$ cat src/rtl/simt_pkg.sv
// Shared types and constants for the SIMT branch-resolution slice.
package simt_pkg;

  localparam int NUM_WARPS = 8;
  localparam int WARP_W    = 3;
  localparam int THREADS   = 8;

  localparam logic [1:0] SYNC = 2'b00;
  localparam logic [1:0] DIV  = 2'b01;
  localparam logic [1:0] CALL = 2'b10;

  typedef struct packed {
    logic [WARP_W-1:0]  warp;
    logic               dots;
    logic [THREADS-1:0] active;
    logic [THREADS-1:0] cond;
    logic [31:0]        target;
  } br_entry_t;

endpackage

$ cat src/rtl/simt_br_fifo.sv
// Resolved-branch outcome FIFO; full/empty use an extra pointer MSB.
module simt_br_fifo
  import simt_pkg::*;
#(
  parameter int DEPTH = 4
) (
  input  logic      clk,
  input  logic      rst_n,
  input  logic      push,
  input  br_entry_t push_data,
  input  logic      pop,
  output logic      full,
  output logic      empty,
  output br_entry_t head
);

  localparam int AW = $clog2(DEPTH);

  br_entry_t       mem_q [DEPTH];
  br_entry_t       mem_d [DEPTH];
  logic [AW:0]     wr_ptr_q, wr_ptr_d;
  logic [AW:0]     rd_ptr_q, rd_ptr_d;

  assign empty = (wr_ptr_q == rd_ptr_q);
  assign full  = (wr_ptr_q[AW] != rd_ptr_q[AW]) &&
                 (wr_ptr_q[AW-1:0] == rd_ptr_q[AW-1:0]);
  assign head  = mem_q[rd_ptr_q[AW-1:0]];

  always_comb begin
    mem_d    = mem_q;
    wr_ptr_d = wr_ptr_q;
    rd_ptr_d = rd_ptr_q;
    if (push && !full) begin
      mem_d[wr_ptr_q[AW-1:0]] = push_data;
      wr_ptr_d                = wr_ptr_q + (AW+1)'(1);
    end else begin
      wr_ptr_d = wr_ptr_q;
    end
    if (pop && !empty) begin
      rd_ptr_d = rd_ptr_q + (AW+1)'(1);
    end else begin
      rd_ptr_d = rd_ptr_q;
    end
  end

  always_ff @(posedge clk or negedge rst_n) begin
    if (!rst_n) begin
      wr_ptr_q <= '0;
      rd_ptr_q <= '0;
      for (int i = 0; i < DEPTH; i++) begin
        mem_q[i] <= '0;
      end
    end else begin
      wr_ptr_q <= wr_ptr_d;
      rd_ptr_q <= rd_ptr_d;
      mem_q    <= mem_d;
    end
  end

endmodule

$ cat src/rtl/simt_branch_resolve_chk.sv
// Protocol and counter-range checks for simt_branch_resolve.
module simt_branch_resolve_chk #(
  parameter int NW = 8
) (
  input logic          clk,
  input logic          rst_n,
  input logic          alu_valid,
  input logic          alu_ready,
  input logic [NW-1:0] cnt_ovf,
  input logic [NW-1:0] cnt_udf
);

  a_no_drop: assert property (@(posedge clk) disable iff (!rst_n)
    !(alu_valid && !alu_ready));

  a_no_ovf: assert property (@(posedge clk) disable iff (!rst_n)
    cnt_ovf == '0);

  a_no_udf: assert property (@(posedge clk) disable iff (!rst_n)
    cnt_udf == '0);

endmodule

$ cat src/rtl/simt_branch_resolve.sv
// WB-side branch resolution: outcome FIFO, SIMT update/redirect, per-warp pending counters.
// Optional same-cycle bypass when empty: define SIMT_BR_BYPASS_EN.
module simt_branch_resolve
  import simt_pkg::*;
#(
  parameter int FIFO_DEPTH = 4,
  parameter int PEND_W     = 2
) (
  input  logic                 clk,
  input  logic                 rst_n,
  input  logic                 ALU_Br_Valid,
  input  logic [WARP_W-1:0]    ALU_Br_WarpID,
  input  logic                 ALU_Br_DotS,
  input  logic [THREADS-1:0]   ALU_Br_Active_Mask,
  input  logic [THREADS-1:0]   ALU_Br_Cond_Mask,
  input  logic [31:0]          ALU_Br_Target,
  output logic                 ALU_Br_Ready,
  input  logic                 WB_Hold,
  output logic                 WB_Update_SIMT,
  output logic [WARP_W-1:0]    WarpID_from_WB,
  output logic [THREADS-1:0]   WB_AM_SIMT,
  output logic                 BR_Redirect_Valid,
  output logic [WARP_W-1:0]    BR_Redirect_WarpID,
  output logic [31:0]          BR_Redirect_PC,
  output logic [THREADS-1:0]   BR_Redirect_Mask,
  input  logic [NUM_WARPS-1:0] ID_Branch_Issue,
  output logic [NUM_WARPS-1:0] BR_Pending
);

  localparam logic [PEND_W-1:0] CNT_MAX = {PEND_W{1'b1}};

  br_entry_t            alu_ent;
  br_entry_t            head;
  br_entry_t            sel;
  logic                 full, empty;
  logic                 push, pop, drain, bypass;
  logic [THREADS-1:0]   taken, untaken;
  logic                 run_q, run_d;
  logic [PEND_W-1:0]    cnt_q [NUM_WARPS];
  logic [PEND_W-1:0]    cnt_d [NUM_WARPS];
  logic [NUM_WARPS-1:0] dec_vec, cnt_ovf, cnt_udf;

  assign alu_ent = '{warp:   ALU_Br_WarpID,
                     dots:   ALU_Br_DotS,
                     active: ALU_Br_Active_Mask,
                     cond:   ALU_Br_Cond_Mask,
                     target: ALU_Br_Target};

  // run_q keeps Ready low while in reset so every output reads 0 there.
  assign run_d        = 1'b1;
  assign ALU_Br_Ready = run_q && !full;

`ifdef SIMT_BR_BYPASS_EN
  assign bypass = run_q && empty && ALU_Br_Valid && !WB_Hold;
`else
  assign bypass = 1'b0;
`endif

  assign push  = ALU_Br_Valid && ALU_Br_Ready && !bypass;
  assign pop   = !empty && !WB_Hold;
  assign drain = pop || bypass;
  assign sel   = bypass ? alu_ent : head;

  simt_br_fifo #(.DEPTH(FIFO_DEPTH)) u_fifo (
    .clk       (clk),
    .rst_n     (rst_n),
    .push      (push),
    .push_data (alu_ent),
    .pop       (pop),
    .full      (full),
    .empty     (empty),
    .head      (head)
  );

  always_comb begin
    taken              = sel.active & sel.cond;
    untaken            = sel.active & ~sel.cond;
    WB_Update_SIMT     = 1'b0;
    WarpID_from_WB     = '0;
    WB_AM_SIMT         = '0;
    BR_Redirect_Valid  = 1'b0;
    BR_Redirect_WarpID = '0;
    BR_Redirect_PC     = '0;
    BR_Redirect_Mask   = '0;
    if (drain) begin
      WB_Update_SIMT = 1'b1;
      WarpID_from_WB = sel.warp;
      // Only a genuinely split .s branch hands a not-taken mask to the stack.
      WB_AM_SIMT     = (sel.dots && (taken != 8'h00)) ? untaken : 8'h00;
      if (taken != 8'h00) begin
        BR_Redirect_Valid  = 1'b1;
        BR_Redirect_WarpID = sel.warp;
        BR_Redirect_PC     = sel.target;
        BR_Redirect_Mask   = taken;
      end else begin
        BR_Redirect_Valid  = 1'b0;
      end
    end else begin
      WB_Update_SIMT = 1'b0;
    end
  end

  always_comb begin
    for (int i = 0; i < NUM_WARPS; i++) begin
      dec_vec[i] = drain && (sel.warp == WARP_W'(i));
      cnt_d[i]   = cnt_q[i];
      cnt_ovf[i] = 1'b0;
      cnt_udf[i] = 1'b0;
      // Out-of-range requests saturate and are flagged to the checker.
      if (ID_Branch_Issue[i] && !dec_vec[i]) begin
        if (cnt_q[i] == CNT_MAX) begin
          cnt_ovf[i] = 1'b1;
        end else begin
          cnt_d[i] = cnt_q[i] + PEND_W'(1);
        end
      end else if (!ID_Branch_Issue[i] && dec_vec[i]) begin
        if (cnt_q[i] == '0) begin
          cnt_udf[i] = 1'b1;
        end else begin
          cnt_d[i] = cnt_q[i] - PEND_W'(1);
        end
      end else begin
        cnt_d[i] = cnt_q[i];
      end
      BR_Pending[i] = (cnt_q[i] != '0);
    end
  end

  always_ff @(posedge clk or negedge rst_n) begin
    if (!rst_n) begin
      run_q <= 1'b0;
      for (int i = 0; i < NUM_WARPS; i++) begin
        cnt_q[i] <= '0;
      end
    end else begin
      run_q <= run_d;
      cnt_q <= cnt_d;
    end
  end

  simt_branch_resolve_chk #(.NW(NUM_WARPS)) u_chk (
    .clk       (clk),
    .rst_n     (rst_n),
    .alu_valid (ALU_Br_Valid),
    .alu_ready (ALU_Br_Ready),
    .cnt_ovf   (cnt_ovf),
    .cnt_udf   (cnt_udf)
  );

endmodule
$ cat config.mk
export PLATFORM = sky130hd
export DESIGN_NAME = simt_branch_resolve
export DESIGN_NICKNAME = d
export VERILOG_FILES = /design/src/rtl/simt_pkg.sv /design/src/rtl/simt_br_fifo.sv /design/src/rtl/simt_branch_resolve_chk.sv /design/src/rtl/simt_branch_resolve.sv
export SDC_FILE = /design/constraint.sdc
export NUM_CORES = 1
export LEC_CHECK = 0
export CORE_MARGIN = 4
export CORE_UTILIZATION = 30
export DETAILED_ROUTE_END_ITERATION = 10
export MAX_ROUTING_LAYER = met4
export PLACE_DENSITY_LB_ADDON = 0.15
export SYNTH_ARGS = -nofsm -noshare
export SYNTH_HDL_FRONTEND = slang
export SYNTH_SLANG_ARGS = --single-unit
$ cat constraint.sdc
create_clock -name clk -period 3.3 [get_ports clk]
set_input_delay 0.495 -clock clk [delete_from_list [all_inputs] [get_ports clk]]
set_output_delay 0.495 -clock clk [all_outputs]
set_load 0.01 [all_outputs]
---- Yosys cells after proc, flatten, opt, wreduce, memory -nomap -nowiden ----
Index checks and enable logic that the tools add are counted.
storage, ports and cells
  register bits after elaboration ......... 231
  input bits .............................. 64
  output and inout bits ................... 65
operators by class
  add/subtract/negate cells ............... 18
  order comparisons ....................... 3
  equality and inequality tests ........... 34
  multiplexer cells ....................... 50
  bitwise gates (word level) .............. 5
  reduce and logical (&&, ||, !) cells .... 85
operators by type and width
  operator                                                                count
  208-bit bitwise mux                                                     1
  52-bit two-way mux                                                      3
  52-bit binary-select mux with 2-bit select                              1
  52-bit demux with 2-bit select                                          1
  2-bit two-way mux                                                       32
  32-bit two-way mux                                                      2
  1-bit logical AND                                                       32
  8-bit two-way mux                                                       4
  2-bit inequality test (second input constant)                           16
  2-bit nonzero test                                                      16
  3-bit AND reduction                                                     8
  1-bit logical NOT                                                       19
  2-bit by 1-bit adder with 2-bit output (second input constant)          8
  8-bit AND                                                               2
  2-bit equality test (second input constant)                             8
  2-bit logical NOT                                                       8
  2-bit by 1-bit subtractor with 2-bit output (second input constant)     8
  3-bit equality test (second input constant)                             4
  3-bit two-way mux                                                       3
  8-bit NOT                                                               1
  8-bit nonzero test                                                      1
  3-bit by 1-bit adder with 3-bit output (second input constant)          2
  3-bit by 2-bit equality test with 1-bit output (second input constant)  2
  3-bit greater-or-equal comparator (second input constant)               2
  other kinds (8)                                                         11

---- Logic depth before layout (Yosys ltp) ----
Gate-level depths: netlist of run 1.
  depth in word-level cells ............... 10
  depth in mapped cells ................... 11
  depth with buffers taken out ............ 9

---- Modules after synthesis ----
A second synthesis of run 1 with hierarchy kept.
unflattened totals
  cells, all modules ...................... 779
  area total of the unflattened synthesis .. 11,982.7 um2
by module, submodules not included
  module               times used  cells an instance  area an instance (um2)
  simt_br_fifo         1           546                10,263.6
  simt_branch_resolve  1           233                1,719.1

---- Worst setup path before layout of run 1 ----
No wires, ideal clock.
  kind .................................... reg-to-reg
  start point ............................. reg u_fifo.rd_ptr_q[0]
  end point ............................... reg cnt_q[4] (netlist name)
  library setup time ...................... 126 ps
  arrival time ............................ 2,465 ps
  required time ........................... 3,174 ps
  slack ................................... 709 ps
  cell stages (with the launch flop) ...... 10
  buffers on the path ..................... 4
  period minus slack after synthesis ...... 2,591 ps
  cell sequence ........................... dfrtp_1 > buf_6 > buf_6 > buf_2 > mux4_2 > and2_1 > clkbuf_1 > nand2_1 > ha_1 > a221o_1
on the way
  longest elaborated chain between the ends .. 10
  elaborated cells on any way between the ends .. 17
  classes of those cells .................. eq/ne: 4; mux: 4; bitwise: 1; reduce/logical: 8
RTL lines
  what                                                                                 RTL line                    text
  start: declaration                                                                   simt_br_fifo.sv:22          logic [AW:0] rd_ptr_q, rd_ptr_d;
  start signal: assignment                                                             simt_br_fifo.sv:55          rd_ptr_q <= rd_ptr_d;
  2-bit NOT with 3-bit output (not written as such)                                    simt_br_fifo.sv:27          assign head = mem_q[rd_ptr_q[AW-1:0]];
  52-bit binary-select mux with 2-bit select                                           simt_br_fifo.sv:27
  52-bit two-way mux (not written as such) (2 in series)                               simt_br_fifo.sv:27
  3-bit equality test                                                                  simt_branch_resolve.sv:105  dec_vec[i] = drain && (sel.warp == WARP_W'(i));
  1-bit logical AND *                                                                  simt_branch_resolve.sv:105
  1-bit logical NOT                                                                    simt_branch_resolve.sv:110  if (ID_Branch_Issue[i] && !dec_vec[i]) begin
  1-bit logical AND                                                                    simt_branch_resolve.sv:110
  2-bit inequality test (no source line) / 2-bit nonzero test (equally long branches)  --
  3-bit AND reduction (no source line)                                                 --
  end signal: assignment                                                               simt_branch_resolve.sv:137  cnt_q <= cnt_d;
  end: declaration                                                                     simt_branch_resolve.sv:39   logic [PEND_W-1:0] cnt_q [NUM_WARPS];
Mark *: on every way between the ends. The rest lies on a longest branch, timed or not. The select of a mux whose other input is x is not followed.
A chain may end at the register's enable or synchronous reset.

---- Worst setup path after layout of run 1 ----
  start point ............................. reg u_fifo.rd_ptr_q[0]
  end point ............................... out WB_AM_SIMT[5]
on the way
  longest elaborated chain between the ends .. 9
  elaborated cells on any way between the ends .. 14
  classes of those cells .................. eq/ne: 1; mux: 5; bitwise: 4; reduce/logical: 4
RTL lines
  what                                                    RTL line                   text
  2-bit NOT with 3-bit output (not written as such)       simt_br_fifo.sv:27
  52-bit binary-select mux with 2-bit select              simt_br_fifo.sv:27
  52-bit two-way mux (not written as such) (2 in series)  simt_br_fifo.sv:27
  8-bit AND                                               simt_branch_resolve.sv:76  taken = sel.active & sel.cond;
  8-bit nonzero test                                      simt_branch_resolve.sv:89  WB_AM_SIMT = (sel.dots && (taken != 8'h00)) ? untaken : 8'h00;
  1-bit logical AND                                       simt_branch_resolve.sv:89
  8-bit two-way mux                                       simt_branch_resolve.sv:89
  8-bit two-way mux *                                     simt_branch_resolve.sv:85  if (drain) begin
  end: declaration                                        simt_branch_resolve.sv:21  output logic [THREADS-1:0] WB_AM_SIMT,
Marks and branches as above.

==> impl_metrics.ini, run 1 <==
[outcome]
status = finished with violations
failed_checks = negative setup slack

[timing]
fmax_mhz = 300
finalSetupViolCount = 9
tightestPinTransition_ns = 0.710
fin_ws_ns = -0.0349
hold_viol = 0
rsz0062_at_grt = true
slew_viol_final = 0
fin_skew_ns = 0.0133
fin_hold_ws_ns = 0.491
post-route-min-period_ns = 3.33
max_slew_margin = 0.527
period_share = 1.01

[pwr]
p_comb_frac = 0.499
netSwitchingFraction = 0.339
leakagePower_nw = 5.93
pwr-share-clk = 0.184
power_frac_seq = 0.317
p_sw_mw = 5.34
intPower_mw = 10.4
ir_drop_mv = 0.811
powerDensity_nw_per_um2 = 1140

[worst_setup_path]
r2r-end = cnt_q[4]$_DFFE_PN0P_
reg2regPathDepth = 7
critical-path-top-delay-family = buffers and inverters
critPathRequiredTime_ns = 2.80
crit_buf_inv = 6
arrival_ns = 2.84
r2r_slack_ns = 0.71
crit_slowest_cell = mux4_2
r2r-start = u_fifo.rd_ptr_q[0]$_DFFE_PN0P_
crit_fanout = 8
start_kind = register
crit_chain = buf_12 -> mux4_2 -> a22oi_2 -> and4_4 -> buf_6 -> buf_6 -> buf_12 -> clkbuf_16 -> nor4_1 -> clkbuf_2
endpoint_kind = output port
cpPeakStageDelay_ns = 0.55
worstSetupPathType = reg -> out

[floorplan]
ios = 129
fp.coreArea_sq_um = 35700
fp.dieW_um = 199
initial_core_util = 0.305
row_count = 69
dieHeight_um = 199
die-area_sq_um = 39500

[layout]
final_cells = 1405
fill_cells = 3452
drive_above_1_share = 0.440
final_nets = 1001
finalInstanceArea_sq_um = 13800
areaGrowthSynthToFinish_pct = 26.9
final_util = 0.387

[logic_synthesis]
syn-num-nets = 836
yosys-top-cells-area = dfrtp_1, mux2_2, mux4_2, nand2_1, buf_6
ys_seq_area_frac = 0.530
yosysUniqueCellTypes = 32
yosysWarnings = 0
syn_area_sq_um = 10900
syn-instance-count = 759
syn_avg_cell_area_sq_um = 14.4
synth_top_area_share = 0.530
ys_seq_elements = 231
synth_area_leader_cell = dfrtp_1

[global_routing]
grt.total_usage = 0.141
met2_usage = 0.218
grt_util_met3 = 0.0234
grt_pass1_vias = 7236
grt_max_degree = 78
grt_overflow = 0
antenna_found_initial = 2
grt_pass1_wl_mm = 42.5
busiest_layer = met2
globalRouteMet1Util = 0.197

[routing]
firstDrtPassIters = 4
via_per_inst = 4.78
wl_per_cell_um = 19.2
ant_nets = 0
wirelength_mm = 27.0
drtIter0Drc = 165
vias = 6719
drc = 0

[clocking]
cts_sinks = 231
clk_latency_ns = 0.53
h-tree-depth = 1
path_clk_slew_ns = 0.06
clockRootBuffer = clkbuf_16
clock_path_buffers = 3
cts_buffers = 28
cts_tree = yes

[hold_path]
min-delay-path-class = reg -> reg
worstHoldEndpoint = u_fifo.mem_q[48]$_DFFE_PN0P_
holdPathStages = 1
hp-start = u_fifo.mem_q[48]$_DFFE_PN0P_

[placement]
pre_cts_ws_ns = 0.158
numPlacedInstances = 1343
gp_congestion = 0.691
dp_hpwl_mm = 16.8
portBuffers = 128
place_area_sq_um = 12900

[flow_run]
cap_violations = 0
==> through the flow <==
stage,power (mW),TNS [ns]
after global routing,16.9,-2.54
after detailed placement,12.2,0
after floorplan,9.38,0
after global placement,12.1,0
final,15.7,-0.246
after CTS,15.5,-0.544
==> state kept, by name, indices dropped and copies added (netlist names) <==
register         cells
u_fifo.rd_ptr_q      3
u_fifo.wr_ptr_q      3
cnt_q               16
run_q                1
u_fifo.mem_q       208
==> per-layer routing <==
layer  wire length (um)  share of wire  up-vias
met5                  0              0        -
met4                547          0.020        0
met3               1040          0.039       36
met2              12500           0.46      119
met1              13000           0.48     3479
li1                   -              -     3085
==> worst reg2reg max path, delay by kind of cell, from the launching register on <==
family	cells	cell delay (ns)
AO/OA/AOI/OAI	1	0.35
adder cells (fa/ha/maj)	1	0.28
buffers and inverters	2	0.41
flip-flops	1	0.48
multiplexers	1	0.58
AND/OR/NAND/NOR	2	0.37
==> final cells by class <==
class / count / area [sq um] / share of cell area
clock buffers: 46 / 850 / 0.0614
flip-flops and latches: 231 / 5790 / 0.418
repair buffers: 178 / 1740 / 0.126
multi-input cells: 480 / 4860 / 0.351
diodes: 1 / 2.50 / 0.000181
well taps: 461 / 577 / 0.0417
inverters: 5 / 20.0 / 0.00145
clock inverters: 3 / 15.0 / 0.00108
==> synthesized netlist by cell type (all sizes together) <==
| cell | instances |
|---|---|
| xnor2 | 7 |
| dfrtp | 231 |
| nor3b | 1 |
| buf | 33 |
| mux4 | 52 |
| nor2b | 20 |
| mux2i | 7 |
| and2 | 4 |
| a221o | 1 |
| conb | 1 |
| nand2 | 66 |
| a311oi | 1 |
| nor4 | 8 |
| mux2 | 208 |
| clkbuf | 10 |
| a31oi | 1 |
| and4 | 1 |
| xor2 | 1 |
| and3 | 8 |
| inv | 4 |
| o31a | 7 |
| o21ai | 18 |
| ha | 13 |
| a22oi | 4 |
| clkinv | 1 |
| nor2 | 42 |
| a31o | 1 |
| or2 | 8 |
==> cell families (layout without fill, tap and decap cells) <==
logic type / count (synthesis) / after routing / synth area share
adder cells (fa/ha/maj): 13 / 13 / 0.0149
other: 1 / 2 / 0.000344
AND/OR/NAND/NOR: 158 / 158 / 0.0671
AO/OA/AOI/OAI: 33 / 33 / 0.0213
buffers and inverters: 48 / 232 / 0.0314
XOR/XNOR: 8 / 8 / 0.00642
multiplexers: 267 / 267 / 0.329
flip-flops: 231 / 231 / 0.530
==> worst max path at each step <==
stage	start	end	slack [ns]	depth (start not counted)
global placement	u_fifo.rd_ptr_q[0]$_DFFE_PN0P_	WB_AM_SIMT[3]	0.16	7
detailed placement	u_fifo.rd_ptr_q[0]$_DFFE_PN0P_	BR_Redirect_WarpID[2]	0.16	6
CTS	u_fifo.rd_ptr_q[0]$_DFFE_PN0P_	WB_AM_SIMT[5]	-0.11	9
global route	u_fifo.rd_ptr_q[0]$_DFFE_PN0P_	WB_AM_SIMT[5]	-0.14	10
floorplan	u_fifo.rd_ptr_q[0]$_DFFE_PN0P_	cnt_q[4]$_DFFE_PN0P_	0.71	9
finish	u_fifo.rd_ptr_q[0]$_DFFE_PN0P_	WB_AM_SIMT[5]	-0.03	10
==> placed cells by master (no fill, tap or decap), types with 12 or more instances in the layout <==
cell type / instances
o21ai_0: 18
nand2_1: 62
mux2_2: 204
ha_1: 13
dfrtp_1: 229
mux4_2: 52
buf_4: 32
clkbuf_16: 32
nor2_1: 36
buf_2: 16
clkdlybuf4s50_1: 82
nor2b_1: 20
buf_12: 12
clkbuf_2: 17
==> what timing repair did <==
item / CTS / global route
gates cloned: 1 / 3
pin swaps: 2 / 7
hold buffers: 1 / 0
buffers inserted: 6 / 4
endpoints found under the setup margin: 53 / 44
resized for setup: 139 / 47
hold endpoints to repair: 73 / 0
==> power groups by stage <==
stage               Clock [mW]  Combinational (mW)  Sequential [mW]
floorplan                    0                4.62             4.76
global placement             0                7.10             5.00
detailed placement           0                7.16             5.01
CTS                       3.00                7.56             4.98
global route              3.11                8.58             5.16
finish                    2.90                7.85             4.98
No activity file was read; power rests on OpenSTA's default activity.
==> run 2, diff against run 1 <==
--- a/config.mk
+++ b/config.mk
@@ -13,3 +13,4 @@
 export SYNTH_ARGS = -nofsm -noshare
 export SYNTH_HDL_FRONTEND = slang
 export SYNTH_SLANG_ARGS = --single-unit
+export TNS_END_PERCENT = 10
==> impl_metrics.ini, run 2 (synthesis gave the netlist of run 1 again) <==
[timing]
slew_viol_final = 0
fmax_mhz = 296
fin_skew_ns = 0.0126
max_slew_margin = 0.526
tightestPinTransition_ns = 0.711
hold_viol = 0
finalSetupViolCount = 4
rsz0062_at_grt = true
period_share = 1.02
timing.setup.tns_ns = -0.200
fin_ws_ns = -0.0743
post-route-min-period_ns = 3.37

[layout]
final_common_cell = dfrtp_1
largest_reg_flops = 208
fill_cells = 3458
reg_top3 = u_fifo.mem_q: 208 flops, cnt_q: 16 flops
layout_common_cells = dfrtp_1, mux2_2, clkdlybuf4s50_1
final_nets = 999
multi_input_area_sq_um = 4820
top_register = u_fifo.mem_q
areaGrowthSynthToFinish_pct = 26.1
seq_area_sq_um = 5790
drive_above_1_share = 0.433

[floorplan]
fp.coreArea_sq_um = 35700
ios = 129
die-area_sq_um = 39500
initial_core_util = 0.305
fp.dieW_um = 199
row_count = 69
dieHeight_um = 199

[global_routing]
antenna_found_initial = 2
grt_overflow = 0
grt_pass1_vias = 7235
grt.total_usage = 0.141
grt_pass1_wl_mm = 42.5
grt_max_degree = 78

[routing]
vias = 6708
firstDrtPassIters = 4
ant_nets = 0
wirelength_mm = 27.0
drc = 0
drtIter0Drc = 167
via_per_inst = 4.78
wl_per_cell_um = 19.2

[worst_setup_path]
critical-path-top-delay-family = buffers and inverters
critPathRequiredTime_ns = 2.80
r2r-end = cnt_q[4]$_DFFE_PN0P_
cp.depth = 9
crit_chain = buf_12 -> mux4_2 -> a22oi_2 -> and4_4 -> buf_6 -> buf_6 -> buf_12 -> nor4_1 -> clkdlybuf4s15_1
crit_fanout = 8
reg2regPathDepth = 7
r2r-start = u_fifo.rd_ptr_q[0]$_DFFE_PN0P_
endpoint_kind = output port
cpPeakStageDelay_ns = 0.54
r2r_slack_ns = 0.71
crit_slowest_cell = mux4_2
start_kind = register
crit_buf_inv = 5
worstSetupPathType = reg -> out
arrival_ns = 2.88

[pwr]
intPower_mw = 10.2
power_frac_seq = 0.323
ir_drop_mv = 0.528
p_sw_mw = 5.22
p_comb_frac = 0.490
leakagePower_nw = 5.93
power_mw = 15.5
pwr-share-clk = 0.187
powerDensity_nw_per_um2 = 1120
netSwitchingFraction = 0.338

[hold_path]
holdPathStages = 1
min-delay-path-class = reg -> reg
hp-start = u_fifo.mem_q[48]$_DFFE_PN0P_
worstHoldEndpoint = u_fifo.mem_q[48]$_DFFE_PN0P_

[placement]
gp_congestion = 0.691
dp_hpwl_mm = 16.8
pre_cts_ws_ns = 0.158
portBuffers = 128

[outcome]
failed_checks = negative setup slack
status = finished with violations

[clocking]
clk_latency_ns = 0.53
h-tree-depth = 1
cts_buffers = 28
cts_sinks = 231
path_clk_slew_ns = 0.06
clock_path_buffers = 3
clockRootBuffer = clkbuf_16
cts_tree = yes

[flow_run]
cap_violations = 0
run 2: cell count changes in the layout (fill, tap and decap cells not counted), sizes merged:
cell / before / now
clkbuf: 66 / 64
buf: 71 / 70
dlymetal6s2s: 1 / 2
run 2: final cells by class:
cell class / instances / share of cell area
inverters: 5 / 0.00146
clock buffers: 46 / 0.0617
flip-flops and latches: 231 / 0.421
well taps: 461 / 0.0419
multi-input cells: 480 / 0.350
repair buffers: 176 / 0.123
diodes: 1 / 0.000182
clock inverters: 3 / 0.00109
run 2: worst max-delay path by stage:
stage	end	start	slack, ns
floorplan	cnt_q[4]$_DFFE_PN0P_	u_fifo.rd_ptr_q[0]$_DFFE_PN0P_	0.71
finish	WB_AM_SIMT[3]	u_fifo.rd_ptr_q[0]$_DFFE_PN0P_	-0.07
detailed placement	BR_Redirect_WarpID[2]	u_fifo.rd_ptr_q[0]$_DFFE_PN0P_	0.16
CTS	BR_Redirect_WarpID[2]	u_fifo.rd_ptr_q[0]$_DFFE_PN0P_	-0.18
global route	WB_AM_SIMT[3]	u_fifo.rd_ptr_q[0]$_DFFE_PN0P_	-0.19
global placement	WB_AM_SIMT[3]	u_fifo.rd_ptr_q[0]$_DFFE_PN0P_	0.16
run 2: metal layers:
layer  track usage  part of all wire
met1         0.197              0.48
met2         0.218              0.46
met3        0.0234             0.039
met4        0.0294             0.019
met5             -                 0
run 2: timing repair:
action / 4_1_cts / 5_1_grt
hold buffers: 1 / 0
endpoints found under the setup margin: 53 / 45
pin swaps: 2 / 2
endpoints found under the hold margin: 73 / 0
resized for setup: 137 / 28
setup buffers: 6 / 0
gates cloned: 1 / 2
run 2: power groups by stage:
stage          logic (mW)  clock network, mW  registers [mW]
2_1_floorplan        4.62                  0            4.76
3_3_place_gp         7.10                  0            5.00
3_5_place_dp         7.16                  0            5.01
4_1_cts              7.56               3.00            4.98
5_1_grt              8.29               3.11            5.16
6_report             7.57               2.90            4.98
run 2: through the flow:
step / util / instances / hold WS (ns) / instance area, sq um
finish: 0.385 / 1403 / 0.491 / 13800
global route: 0.385 / 1403 / 0.507 / 13800
CTS: 0.385 / 1400 / 0.494 / 13800
detailed placement: 0.360 / 1343 / 0.481 / 12900
global placement: 0.360 / 1343 / 0.479 / 12900
floorplan: - / 759 / 0.199 / 10900
